[config.mk]
export PLATFORM = sky130hd
export DESIGN_NAME = cmd_frame_decoder
export DESIGN_NICKNAME = d
export VERILOG_FILES = /design/src/rtl/cmd_frame_decoder.sv
export SDC_FILE = /design/constraint.sdc
export NUM_CORES = 1
export LEC_CHECK = 0
export ABC_AREA = 1
export BUFFER_PORTS_ARGS = -buffer_cell sky130_fd_sc_hd__buf_4
export CORE_ASPECT_RATIO = 0.5
export CORE_MARGIN = 8
export CORE_UTILIZATION = 61
export DETAILED_ROUTE_END_ITERATION = 8
export PLACE_DENSITY = 0.85
export SYNTH_ARGS = -nofsm -noshare
export SYNTH_HDL_FRONTEND = slang
export SYNTH_SLANG_ARGS = --single-unit
[constraint.sdc]
create_clock -name clk -period 2.8 [get_ports clk]
set_clock_uncertainty 0.2 [all_clocks]
set_input_delay 0.56 -clock clk [delete_from_list [all_inputs] [get_ports clk]]
set_output_delay 0.56 -clock clk [all_outputs]
set_load 0.005 [all_outputs]
[src/rtl/cmd_frame_decoder.sv]
// Assembles fixed-length register-write commands (address, data, XOR checksum)
// from a decoded byte stream; malformed frames are dropped and counted.
module cmd_frame_decoder #(
    parameter int AW = 8,
    parameter int DW = 24
) (
    input  logic          clk,
    input  logic          rst,
    input  logic [7:0]    i_data,
    input  logic          i_valid,
    output logic          o_ready,
    input  logic          i_last,
    output logic [AW-1:0] o_addr,
    output logic [DW-1:0] o_data,
    output logic          o_valid,
    input  logic          i_ready,
    output logic          o_err_len,
    output logic          o_err_sum,
    output logic [15:0]   o_err_cnt
);

    localparam int FRAME_BYTES = AW / 8 + DW / 8 + 1;
    localparam int IW          = $clog2(FRAME_BYTES);
    localparam logic [IW-1:0] LAST_IDX = IW'(FRAME_BYTES - 1);

    typedef enum logic [1:0] {RECV, DROP, HOLD} state_t;

    state_t               state, state_nxt;
    logic [AW+DW-1:0]     shreg;
    logic [7:0]           csum;
    logic [IW-1:0]        idx;
    logic                 accept;
    logic                 at_sum;
    logic                 sum_ok;

    assign accept = i_valid && o_ready;
    assign at_sum = (idx == LAST_IDX);
    assign sum_ok = (i_data == csum);

    always_ff @(posedge clk or negedge rst) begin
        if (!rst) state <= RECV;
        else      state <= state_nxt;
    end

    always_comb begin
        state_nxt = state;
        case (state)
            RECV: begin
                if (accept && at_sum) begin
                    if (!i_last)     state_nxt = DROP;
                    else if (sum_ok) state_nxt = HOLD;
                    else             state_nxt = RECV;
                end
            end
            DROP:    if (accept && i_last) state_nxt = RECV;
            HOLD:    if (i_ready) state_nxt = RECV;
            default: state_nxt = RECV;
        endcase
    end

    always_comb begin
        o_ready = (state != HOLD);
        o_valid = (state == HOLD);
    end

    // idx stays at the checksum position while dropping an over-long frame.
    always_ff @(posedge clk or negedge rst) begin
        if (!rst) begin
            shreg     <= '0;
            csum      <= '0;
            idx       <= '0;
            o_addr    <= '0;
            o_data    <= '0;
            o_err_len <= 1'b0;
            o_err_sum <= 1'b0;
            o_err_cnt <= '0;
        end else begin
            o_err_len <= 1'b0;
            o_err_sum <= 1'b0;
            if ((o_err_len || o_err_sum) && (o_err_cnt != '1))
                o_err_cnt <= o_err_cnt + 16'd1;
            if (accept) begin
                case (state)
                    RECV: begin
                        if (at_sum) begin
                            if (i_last) begin
                                idx  <= '0;
                                csum <= '0;
                                if (sum_ok) {o_addr, o_data} <= shreg;
                                else        o_err_sum <= 1'b1;
                            end
                        end else if (i_last) begin
                            o_err_len <= 1'b1;
                            idx       <= '0;
                            csum      <= '0;
                        end else begin
                            shreg <= {shreg[AW+DW-9:0], i_data};
                            csum  <= csum ^ i_data;
                            idx   <= idx + 1'b1;
                        end
                    end
                    DROP: begin
                        if (i_last) begin
                            o_err_len <= 1'b1;
                            idx       <= '0;
                            csum      <= '0;
                        end
                    end
                    default: ;
                endcase
            end
        end
    end

endmodule

* Yosys cells after proc, flatten, opt, wreduce, memory -nomap -nowiden
Cells that the tools add are included.
Word-level totals: register bits 95, latch bits 0, memory bits (writable) 0, ROM bits 0, input bits 13, output and inout port bits 52, logic and storage cells 57, memories kept 0
Operators by class: add/subtract/negate cells 2, multiply operators 0, div/mod/pow operators 0, order comparisons 0, equal/unequal tests 9, shift operators 0, mux-type cells 23, bitwise operators 3, reduce and logical (&&, ||, !) cells 11
Operator list (count):
- two-way mux 8 bit | 3
- adder 16 x 1 -> 16 bit (second input constant) | 1
- inequality test 16 bit (second input constant) | 1
- one-hot mux 8 bit (2 select lines) | 1
- two-way mux 2 bit | 5
- two-way mux 3 bit | 3
- equality test 8 bit | 1
- two-way mux 1 bit | 8
- XOR 8 bit | 1
- inequality test 2 bit (second input constant) | 3
- one-hot mux 2 bit (3 select lines) | 1
- one-hot mux 3 bit (2 select lines) | 1
- AND reduction 5 bit | 1
- logical AND 1 bit | 4
- AND reduction 4 bit | 1
- adder 3 x 1 -> 3 bit (second input constant) | 1
- equality test 3 bit (second input constant) | 1
- AND reduction 3 bit | 1
- equality test 2 x 1 -> 1 bit (second input constant) | 1
- equality test 2 bit (second input constant) | 1
- logical NOT 2 bit | 1
- inequality test 2 x 1 -> 1 bit (second input constant) | 1
- inverter 1 bit | 2
- one-hot mux 1 bit (2 select lines) | 1
- other kinds (3) | 3

* Logic depth before layout (Yosys ltp)
Gate-level depths: netlist of the first run.
depth in word-level cells 6, gate-level depth with buffers 10, gate-level depth less buffers 9

* Worst setup path after synthesis of the first run
Ideal clock, no wire load.
path type reg2reg, start register idx[0], end register o_data[10], library setup time 117 ps, data arrival time 1403 ps, data required time 2483 ps, path slack 1080 ps, stages on the path, launching flop included 11, buffers on the path 1, clock period less this slack 1720 ps, cell sequence dfrtp_1 > inv_1 > ha_1 > nand2_1 > nor2_1 > nand2_1 > nor2_4 > nand3_2 > buf_2 > nand2_1 > nand2_1
On the way: word-level cells in the longest chain between the ends 2
Ends and longest elaborated chain:
- start: declaration | RTL line 31 | logic [IW-1:0] idx;
- start signal: assignment | RTL line 99 | idx <= idx + 1'b1;
- equality test 3 bit | RTL line 37 | assign at_sum = (idx == LAST_IDX);
- AND reduction 5 bit (no line)
- end signal: assignment | RTL line 89 | if (sum_ok) {o_addr, o_data} <= shreg;
- end: declaration | RTL line 14 | output logic [DW-1:0] o_data,
Every way passes these cells. A chain may end at the register's enable or synchronous reset.

* Worst setup path after layout of the first run
start register idx[0], end register shreg[20]
On the way: word-level cells in the longest chain between the ends 3
Ends and longest elaborated chain:
- equality test 3 bit | RTL line 37
- inverter 1 bit (no line)
- AND reduction 4 bit (no line)
- end signal: assignment | RTL line 97 | shreg <= {shreg[AW+DW-9:0], i_data};
- end: declaration | RTL line 29 | logic [AW+DW-1:0] shreg;
Every way passes these cells.

==> key figures, run 1 <==
Power
  • Largest voltage drop on the vdd net: ~0.54 mV
  • Part of the total power dissipated in sequential elements: between 40% and 50%
  • P_sw: ~1.3 mW
  • Power density of the placed cells: between 700 and 800 nW/um^2
  • Clk network pwr share: 30.6%
  • Share of total power consumed by net switching: between 30% and 40%
  • Int Power: roughly 2.8 mW
  • Comb pwr share: between 20% and 30%
  • Lkg Pwr: between 2 and 3 nW
  • Pwr Total: 4.13 mW

Logic synthesis
  • Synth Register Bits: 95
  • Average cell area after synthesis: between 8 and 9 um^2
  • Synthesized netlist net count: 523
  • Total of warnings raised by yosys: 0
  • Cell count after synthesis: 507
  • Sequential share of the synthesized area: a little under three fifths
  • Number of different library cells in the post-synthesis netlist: 28
  • Yosys top cell area share: between 50 and 60%
  • Leading post-synthesis cells by cell area: dfrtp_1 (56%), nand2_1 (16%), nand4_1 (5.7%)
  • Largest area contributor in the netlist: dfrtp_1
  • Total standard cell area after synthesis: about 4300 um^2

Global routing
  • Maximum number of pins on one net before global-route repair: 49
  • First-pass GRT wire length: ~17000 um
  • Total track usage: a little over a fifth
  • Vias in the first global route: 3513
  • Antenna violations before repair: 0
  • Remaining Overflow, GRT: 0

Timing
  • Post-route setup slack: 0.600 ns
  • Actual slew at the worst max-slew pin: 0.549 ns
  • Max-slew headroom: ~63%
  • Setup TNS: 0 ns
  • Final hold violation count: 0
  • Share of the clock period used by the worst path: around 79%
  • Minimum clock period after layout: ~2.2 ns
  • Maximum operating frequency: approximately 0.45 GHz
  • RSZ-0062 raised after global routing: no
  • Final max-slew violation count: 0
  • Setup violations, final: 0

Final layout
  • Area of the multi-input gates: 1590 um^2
  • Proportion of layout cells with a drive suffix above 1: around 18%
  • Final cell utilization of the core: between 70% and 80%
  • Storage element area: ~2400 um^2
  • Layout-stage area growth over the synthesis result: 21.2%
  • Diodes inserted: 0
  • Non-filler instance count after layout: ~670
  • Layout fillers: 488
  • Nets@finish: ~600

Clock tree
  • Sink Count: 95
  • Clock transition at the registers of the reported paths: 0.06 ns
  • CTS H-tree depth: 3
  • CTS tree: built
  • Total of cells resized after clock tree synthesis: 0
  • Number of buffers created by CTS: 9
  • Clock insertion delay at the later pin of the skew report: around 0.34 ns
  • Clock root buffer: clkbuf_16
  • Buffer levels on the longest clock path: 2

Placement
  • Gpl congestion: a little over 0.9
  • Port Buffers: 64
  • Place WS: between 0.5 and 0.6 ns
  • Post-Place Cells: 651
  • Post-DP HPWL: 6820 um

Route
  • Length of the first detailed-routing pass in iterations: 7
  • Antenna Violating Nets Remaining: 0
  • Post-DR wirelength/cell: between 10 and 15 um
  • Mean number of vias per cell: approximately 5.4
  • Overall routed net length: 9880 um
  • Vias: 3604
  • Initial detailed-routing violation count: slightly above 300
  • DRC Markers: 0

Critical path
  • Cell with the largest stage delay on the worst path: nand3_2
  • CP arrival: ~2.2 ns
  • Critical Path, Cell by Cell: inv_1 -> ha_1 -> nand2_1 -> nand3_2 -> buf_12 -> o21ai_0
  • Crit path launch type: flop
  • Critical Path End Type: flop
  • Worst Path Class, Setup: reg2reg
  • Delay of the slowest cell on the worst path: ~0.43 ns
  • Biggest fanout along the worst timing path: between 40 and 50
  • Critical Path RT: 2.84 ns

Min path
  • HP Class: in2reg

Floorplanning
  • Cell Rows: 21
  • Std-Cell Core Area: just under 7000 um^2
  • Floorplan die area: just over 10000 um^2
  • Boundary Pins: 65
  • Floorplan die width: about 130 um
  • Die Ht: roughly 75 um
  • Initial standard-cell utilization of the core: between 60% and 70%

Outcome
  • Run status: complete, no violations

Run
  • Reported max-cap violation count: 0
[cell families after synthesis]
| logic type | after synthesis | synth area share (%) |
|---|---|---|
| and+or+nand+nor | 272 | 27.4 |
| DFF | 95 | 55.6 |
| buffers and inverters | 74 | 7.20 |
| adders and majority gates | 3 | 0.879 |
| xor gates and xnor gates | 9 | 1.84 |
| AOI/OAI and AO/OA | 54 | 7.09 |
[sequential cells by signal (all words and copies together) (netlist names)]
signal	count
o_data	24
shreg	32
o_addr	8
o_err_cnt	16
state	2
o_err_sum	1
o_err_len	1
csum	8
idx	3
[metrics by stage]
step / area, um^2 / hold slack (ns)
finish: 5180 / 0.212
global route: 5180 / 0.213
CTS: 5180 / 0.208
detailed placement: 4860 / 0.260
global placement: 4860 / 0.255
floorplan: 4270 / 0.0644
[metal layers]
layer	vias up	track usage, %	part of all wire, %
met2	114	35.4	48
met4	0	9.62	2.1
li1	1764	-	-
met1	1707	25.2	43
met5	-	0	0
met3	19	6.13	6.9
[layout make-up]
cell class                 instances  area share, %
clock inverter                     2          0.725
timing repair buffer              74           11.3
sequential                        95           45.9
tap                               92           2.22
clock buffer                      14           5.29
multi-input combinational        338           30.8
inverter                          53           3.84
[final timing paths]
path                       startpoint  cells past startpoint  slack, ns            to
setup / recovery               idx[0]                      6       0.60     shreg[20]
hold / removal                 i_last                      2       0.21      state[0]
setup reg to reg               idx[0]                      6       0.60     shreg[20]
hold reg to reg            o_data[11]                      2       0.27    o_data[11]
max in group asynchronous         rst                      3       1.30  o_err_cnt[3]
min in group asynchronous         rst                      2       0.43     o_data[0]
[critical path, delay by kind of cell (launching register included)]
kind,cells,cell delay [ns]
adder cells (fa/ha/maj),1,0.24
buffers and inverters,2,0.45
AND/OR/NAND/NOR,2,0.58
AO/OA/AOI/OAI,1,0.24
flip-flops,1,0.37
[placed cells by master, fill, tap and decap left out, drive strengths merged]
master,n
a21boi,1
a21oi,10
and2b,1
buf,73
bufinv,1
clkbuf,14
clkinvlp,1
dfrtp,95
dlygate4sd3,1
ha,3
inv,53
nand2,186
nand3,10
nand4,39
nor2,34
nor4,1
o211ai,1
o21ai,33
o22ai,8
o31ai,1
or2,1
xnor2,8
xor2,1
[power groups by stage]
stage,clock (mW),sequential (mW),combinational [mW]
floorplan,0,1.91,0.605
global placement,0,1.98,0.796
detailed placement,0,1.99,0.858
CTS,1.28,1.98,0.880
global route,1.35,2.02,1.00
finish,1.27,1.98,0.880
[Yosys cell counts]
| cell | instances |
|---|---|
| and2b_2 | 1 |
| inv_2 | 1 |
| nor2_4 | 1 |
| o211ai_1 | 1 |
| xor2_1 | 1 |
| nand3_2 | 1 |
| o31ai_1 | 1 |
| nand2_2 | 1 |
| o21ai_0 | 32 |
| ha_1 | 3 |
| nand4_1 | 39 |
| inv_1 | 52 |
| a21oi_2 | 1 |
| clkbuf_1 | 2 |
| xnor2_1 | 8 |
| buf_2 | 18 |
| nand2_1 | 185 |
| buf_6 | 1 |
| dfrtp_1 | 95 |
| nor4_1 | 1 |
| nor2_2 | 5 |
| a21boi_0 | 1 |
| nor2_1 | 28 |
| or2_2 | 1 |
| o21ai_4 | 1 |
| nand3_1 | 9 |
| a21oi_1 | 9 |
| o22ai_1 | 8 |
[what timing repair did]
action,4_1_cts,5_1_grt
buffers inserted,0,0
hold endpoints to repair,18,0
hold buffers,1,0
No activity file was read; power rests on OpenSTA's default activity.
==> run 2, diff against run 1 <==
CORE_UTILIZATION = 51   (was 61)
PLACE_DENSITY = 0.76   (was 0.85)
clock period = 1.85 ns   (was 2.8 ns; I/O delays follow)
==> key figures, run 2 (synthesis results as in run 1) <==
Final layout
  • Proportion of layout cells with a drive suffix above 1: 26.0% (+8.5 points)
  • Layout-stage area growth over the synthesis result: 32.5%
  • Area of the multi-input gates: 1710 um^2 (+7.5%)
  • Nets@finish: 614 (+4.6%)
  • Diodes inserted: 0 (unchanged)
  • Register bank with the most flops: shreg
  • Commonest non-fill, non-tap cell in the layout: nand2_1
  • Registers with the highest flip-flop counts: shreg x32, o_data x24, o_err_cnt x16
  • Max FFs per register: 32 (unchanged)
  • Leading cell types in the layout, fill and taps excluded: nand2_1 (162), dfrtp_1 (95), buf_4 (90)
  • Layout fillers: 627 (+28%)
  • Storage element area: 2380 um^2 (unchanged)

Clock tree
  • Buffer levels on the longest clock path: 2 (unchanged)
  • CTS H-tree depth: 3 (unchanged)
  • Clock insertion delay at the later pin of the skew report: 0.35 ns (about the same)
  • Number of buffers created by CTS: 9 (unchanged)
  • Clock root buffer: clkbuf_16
  • Sink Count: 95 (unchanged)
  • Clock transition at the registers of the reported paths: 0.06 ns (about the same)
  • CTS tree: built

Critical path
  • Critical Path End Type: flop
  • CP arrival: 1.95 ns (-0.29 ns)
  • Reg2reg setup slack: -0.07 ns (-0.67 ns)
  • Crit path launch type: flop
  • Critical Path RT: 1.89 ns (-0.95 ns)
  • Biggest fanout along the worst timing path: 8 (-83%)
  • Worst Path Class, Setup: reg2reg

Power
  • Largest voltage drop on the vdd net: 0.609 mV (+12%)
  • Power density of the placed cells: 1170 nW/um^2 (+47%)
  • Lkg Pwr: 2.96 nW (+8.1%)
  • Pwr Total: 6.63 mW (+60%)

Route
  • Overall routed net length: 10800 um (+9.7%)
  • DRC Markers: 0 (unchanged)
  • Antenna Violating Nets Remaining: 0 (unchanged)
  • Length of the first detailed-routing pass in iterations: 4 (-3)
  • Mean number of vias per cell: 5.26 (-2.6%)
  • Initial detailed-routing violation count: 259 (-16%)
  • Post-DR wirelength/cell: 15.2 um (+2.5%)
  • Vias: 3758 (+4.3%)

Global routing
  • Remaining Overflow, GRT: 0 (unchanged)
  • Vias in the first global route: 3623 (+3.1%)
  • Antenna violations before repair: 0 (unchanged)
  • Total track usage: 18.8% (-2.3 points)
  • Maximum number of pins on one net before global-route repair: 59 (+20%)
  • First-pass GRT wire length: 17900 um (+7.1%)

Timing
  • Max-slew headroom: 78.2% (+15 points)
  • Fin Hold WS: 0.0229 ns (-0.189 ns)
  • RSZ-0062 raised after global routing: yes
  • Setup violations, final: 25 (+25)
  • Share of the clock period used by the worst path: 104% (+25 points)
  • Setup TNS: -1.20 ns (-1.20 ns)
  • Maximum operating frequency: 0.522 GHz (+15%)
  • Post-route setup slack: -0.0659 ns (-0.666 ns)
  • Final max-slew violation count: 0 (unchanged)
  • Actual slew at the worst max-slew pin: 0.326 ns (-0.223 ns)
  • Final hold violation count: 0 (unchanged)
  • Minimum clock period after layout: 1.92 ns (-0.284 ns)

Floorplanning
  • Floorplan die width: 145 um (+8.3%)
  • Std-Cell Core Area: 8060 um^2 (+20%)
  • Boundary Pins: 65 (unchanged)
  • Initial standard-cell utilization of the core: 53.0% (-10 points)
  • Cell Rows: 23 (+9.5%)
  • Die Ht: 80.7 um (+7.4%)
  • Floorplan die area: 11700 um^2 (+16%)

Placement
  • Post-DP HPWL: 7020 um (+3.0%)
  • Gpl congestion: 0.864 (-5.4%)
  • Port Buffers: 64 (unchanged)

Min path
  • HP Class: in2reg

Outcome
  • Run status: finished with violations
  • Failing checks: negative setup slack

Run
  • Reported max-cap violation count: 0 (unchanged)
==> run 2: path summary, 6_finish.rpt <==
check / from / endpoint / depth (start not counted)
max in group asynchronous: rst / o_addr[1] / 3
setup / recovery: idx[0] / o_addr[0] / 11
hold / removal: i_last / state[0] / 2
setup reg to reg: idx[0] / o_addr[0] / 11
min in group asynchronous: rst / csum[5] / 2
hold reg to reg: o_addr[1] / o_addr[1] / 2
==> run 2: layout make-up <==
type	instances	share of cell area [%]
flip-flops and latches	95	42.0
multi-input cells	338	30.3
repair buffers	101	15.7
clock buffers	12	4.71
inverters	53	3.51
well taps	112	2.48
clock inverters	4	1.35
==> run 2: through the flow <==
stage | instances | util [%] | worst slack (ns) | area [um^2]
after floorplan | 507 | - | 0.130 | 4270
after global placement | 686 | 62.1 | 0.0772 | 5010
after detailed placement | 686 | 62.1 | -0.0245 | 5010
after CTS | 711 | 68.7 | -0.00398 | 5540
after global routing | 715 | 70.3 | -0.137 | 5660
final | 715 | 70.3 | -0.0659 | 5660
==> run 2: power breakdown <==
part           internal (mW)  switching (mW)
Combinational          0.675           0.907
Clock                   1.30           0.784
Sequential              2.57           0.388
Total                   4.55            2.08
==> run 2: what timing repair did <==
action | 4_1_cts | 5_1_grt
pin swaps | 3 | 3
setup endpoints to repair | 34 | 35
endpoints found under the hold margin | 32 | 0
hold buffers | 1 | 0
resized for setup | 18 | 30
setup buffers | 6 | 5
cloned | 2 | 1
==> run 2: critical path: stages, from the launching register on <==
cell and delay [ns]:
dfrtp_1 0.38, inv_2 0.09, ha_4 0.15, nand2_4 0.06, nor2_4 0.12, nand2_2 0.09
nor2_4 0.15, nand3_4 0.13, buf_12 0.18, buf_12 0.14, nand2_1 0.06, nand2_1 0.05
==> run 2: per-layer routing <==
metal / GRT usage [%] / wire length (um) / vias up
li1: - / - / 1815
met5: 0 / 0 / -
met4: 5.25 / 159 / 0
met3: 5.49 / 600 / 15
met1: 23.7 / 4880 / 1825
met2: 31.7 / 5200 / 103
==> run 3, diff against run 2 <==
SKIP_CTS_REPAIR_TIMING = 1   (was default)
==> key figures, run 3 (synthesis results as in run 1) <==
Floorplanning
  • Floorplan die width: 145 um (unchanged)
  • Die Ht: 80.7 um (unchanged)
  • Initial standard-cell utilization of the core: 53.0% (unchanged)
  • Boundary Pins: 65 (unchanged)
  • Std-Cell Core Area: 8060 um^2 (unchanged)
  • Cell Rows: 23 (unchanged)
  • Floorplan die area: 11700 um^2 (unchanged)

Power
  • Power density of the placed cells: 1170 nW/um^2 (about the same)
  • Pwr Total: 6.60 mW (-0.45%)
  • Lkg Pwr: 2.94 nW (-0.65%)
  • Largest voltage drop on the vdd net: 0.602 mV (-1.2%)

Final layout
  • Registers with the highest flip-flop counts: shreg x32, o_data x24, o_err_cnt x16
  • Area of the multi-input gates: 1710 um^2 (-0.29%)
  • Layout fillers: 639 (+1.9%)
  • Proportion of layout cells with a drive suffix above 1: 26.1% (+0.087 points)
  • Diodes inserted: 0 (unchanged)
  • Layout Cell Area excl Fill: 5630 um^2 (-0.53%)
  • Commonest non-fill, non-tap cell in the layout: nand2_1
  • Nets@finish: 612 (-0.33%)
  • Max FFs per register: 32 (unchanged)
  • Storage element area: 2380 um^2 (unchanged)
  • Non-filler instance count after layout: 713 (-0.28%)
  • Leading cell types in the layout, fill and taps excluded: nand2_1 (160), dfrtp_1 (95), buf_4 (89)
  • Register bank with the most flops: shreg
  • Layout-stage area growth over the synthesis result: 31.8%

Global routing
  • Total track usage: 17.8% (-0.98 points)
  • Vias in the first global route: 3550 (-2.0%)
  • First-pass GRT wire length: 17100 um (-4.3%)
  • Maximum number of pins on one net before global-route repair: 59 (unchanged)
  • Antenna violations before repair: 0 (unchanged)
  • Remaining Overflow, GRT: 0 (unchanged)

Critical path
  • Critical Path End Type: flop
  • Biggest fanout along the worst timing path: 6 (-2)
  • Critical Path RT: 1.88 ns (about the same)
  • Worst Path Class, Setup: reg2reg
  • CP arrival: 1.96 ns (about the same)
  • Crit path launch type: flop

Timing
  • Post-route setup slack: -0.0723 ns (-0.00640 ns)
  • RSZ-0062 raised after global routing: yes
  • Final max-slew violation count: 0 (unchanged)
  • Max-slew headroom: 79.7% (+1.5 points)
  • Actual slew at the worst max-slew pin: 0.302 ns (-0.0244 ns)
  • Maximum operating frequency: 0.520 GHz (-0.33%)
  • Final hold violation count: 0 (unchanged)
  • Setup violations, final: 33 (+32%)
  • Minimum clock period after layout: 1.92 ns (+0.00640 ns)
  • Share of the clock period used by the worst path: 104% (+0.35 points)
  • Setup TNS: -1.49 ns (-0.284 ns)

Placement
  • Post-DP HPWL: 7020 um (unchanged)
  • Placed Area: 5010 um^2 (unchanged)
  • Place WS: -0.0245 ns (unchanged)
  • Port Buffers: 64 (unchanged)
  • Post-Place Cells: 686 (unchanged)
  • Gpl congestion: 0.864 (unchanged)

Clock tree
  • Number of buffers created by CTS: 9 (unchanged)
  • Buffer levels on the longest clock path: 2 (unchanged)
  • Clock insertion delay at the later pin of the skew report: 0.34 ns (about the same)
  • Sink Count: 95 (unchanged)
  • Clock transition at the registers of the reported paths: 0.07 ns (about the same)
  • Clock root buffer: clkbuf_16
  • CTS H-tree depth: 3 (unchanged)
  • CTS tree: built

Route
  • DRC Markers: 0 (unchanged)
  • Length of the first detailed-routing pass in iterations: 4 (unchanged)
  • Post-DR wirelength/cell: 15.0 um (-1.3%)
  • Overall routed net length: 10700 um (-1.6%)
  • Vias: 3718 (-1.1%)
  • Antenna Violating Nets Remaining: 0 (unchanged)
  • Initial detailed-routing violation count: 242 (-6.6%)
  • Mean number of vias per cell: 5.21 (-0.79%)

Min path
  • HP Class: in2reg

Outcome
  • Failing checks: negative setup slack
  • Run status: finished with violations

Run
  • Reported max-cap violation count: 0 (unchanged)
-- run 3: cell count changes in the layout (fill, tap and decap cells not counted), sizes merged --
cell	before	now
buf	98	95
bufbuf	1	0
clkbuf	13	15
-- run 3: per-stage QoR --
| step | hold slack, ns | util, % |
|---|---|---|
| after detailed placement | 0.0619 | 62.1 |
| after global routing | 0.00434 | 69.9 |
| after CTS | -0.305 | 66.4 |
| after floorplan | -0.126 | - |
| final | 0.0151 | 69.9 |
| after global placement | 0.0616 | 62.1 |
-- run 3: final timing paths --
path	startpoint	to	slack, ns	cells after the start
max	idx[1]	o_data[11]	-0.07	10
min	i_last	state[0]	0.02	2
min reg2reg	o_addr[1]	o_addr[1]	0.27	2
max reg2reg	idx[1]	o_data[11]	-0.07	10
max in group asynchronous	rst	o_data[18]	0.71	3
min in group asynchronous	rst	csum[5]	0.24	2
-- run 3: worst max-delay path: stages (launching register included) --
cell and delay (ns):
dfrtp_1 0.39, inv_2 0.09, ha_4 0.15, nand2_4 0.06, nor2_4 0.12, nand2_2 0.08
nor2_4 0.18, nand3_4 0.20, clkbuf_16 0.23, nand2_2 0.05, nand2_1 0.05
-- run 3: layout make-up --
cell class / instances / area share (%)
multi-input cells: 338 / 30.3
inverters: 53 / 3.53
clock inverters: 4 / 1.36
well taps: 112 / 2.49
clock buffers: 12 / 4.73
repair buffers: 99 / 15.4
flip-flops and latches: 95 / 42.2
-- run 3: power breakdown --
group / switching [mW] / leakage [nW] / internal, mW
Combinational: 0.901 / 1.52 / 0.653
Sequential: 0.388 / 1.25 / 2.57
Clock: 0.782 / 0.165 / 1.30
-- run 3: layer usage --
metal	vias to the layer above	wire, um	track usage [%]
li1	1814	-	-
met1	1800	4870	22.6
met2	93	5050	29.4
met3	11	611	5.66
met4	0	135	5.25
met5	-	0	0
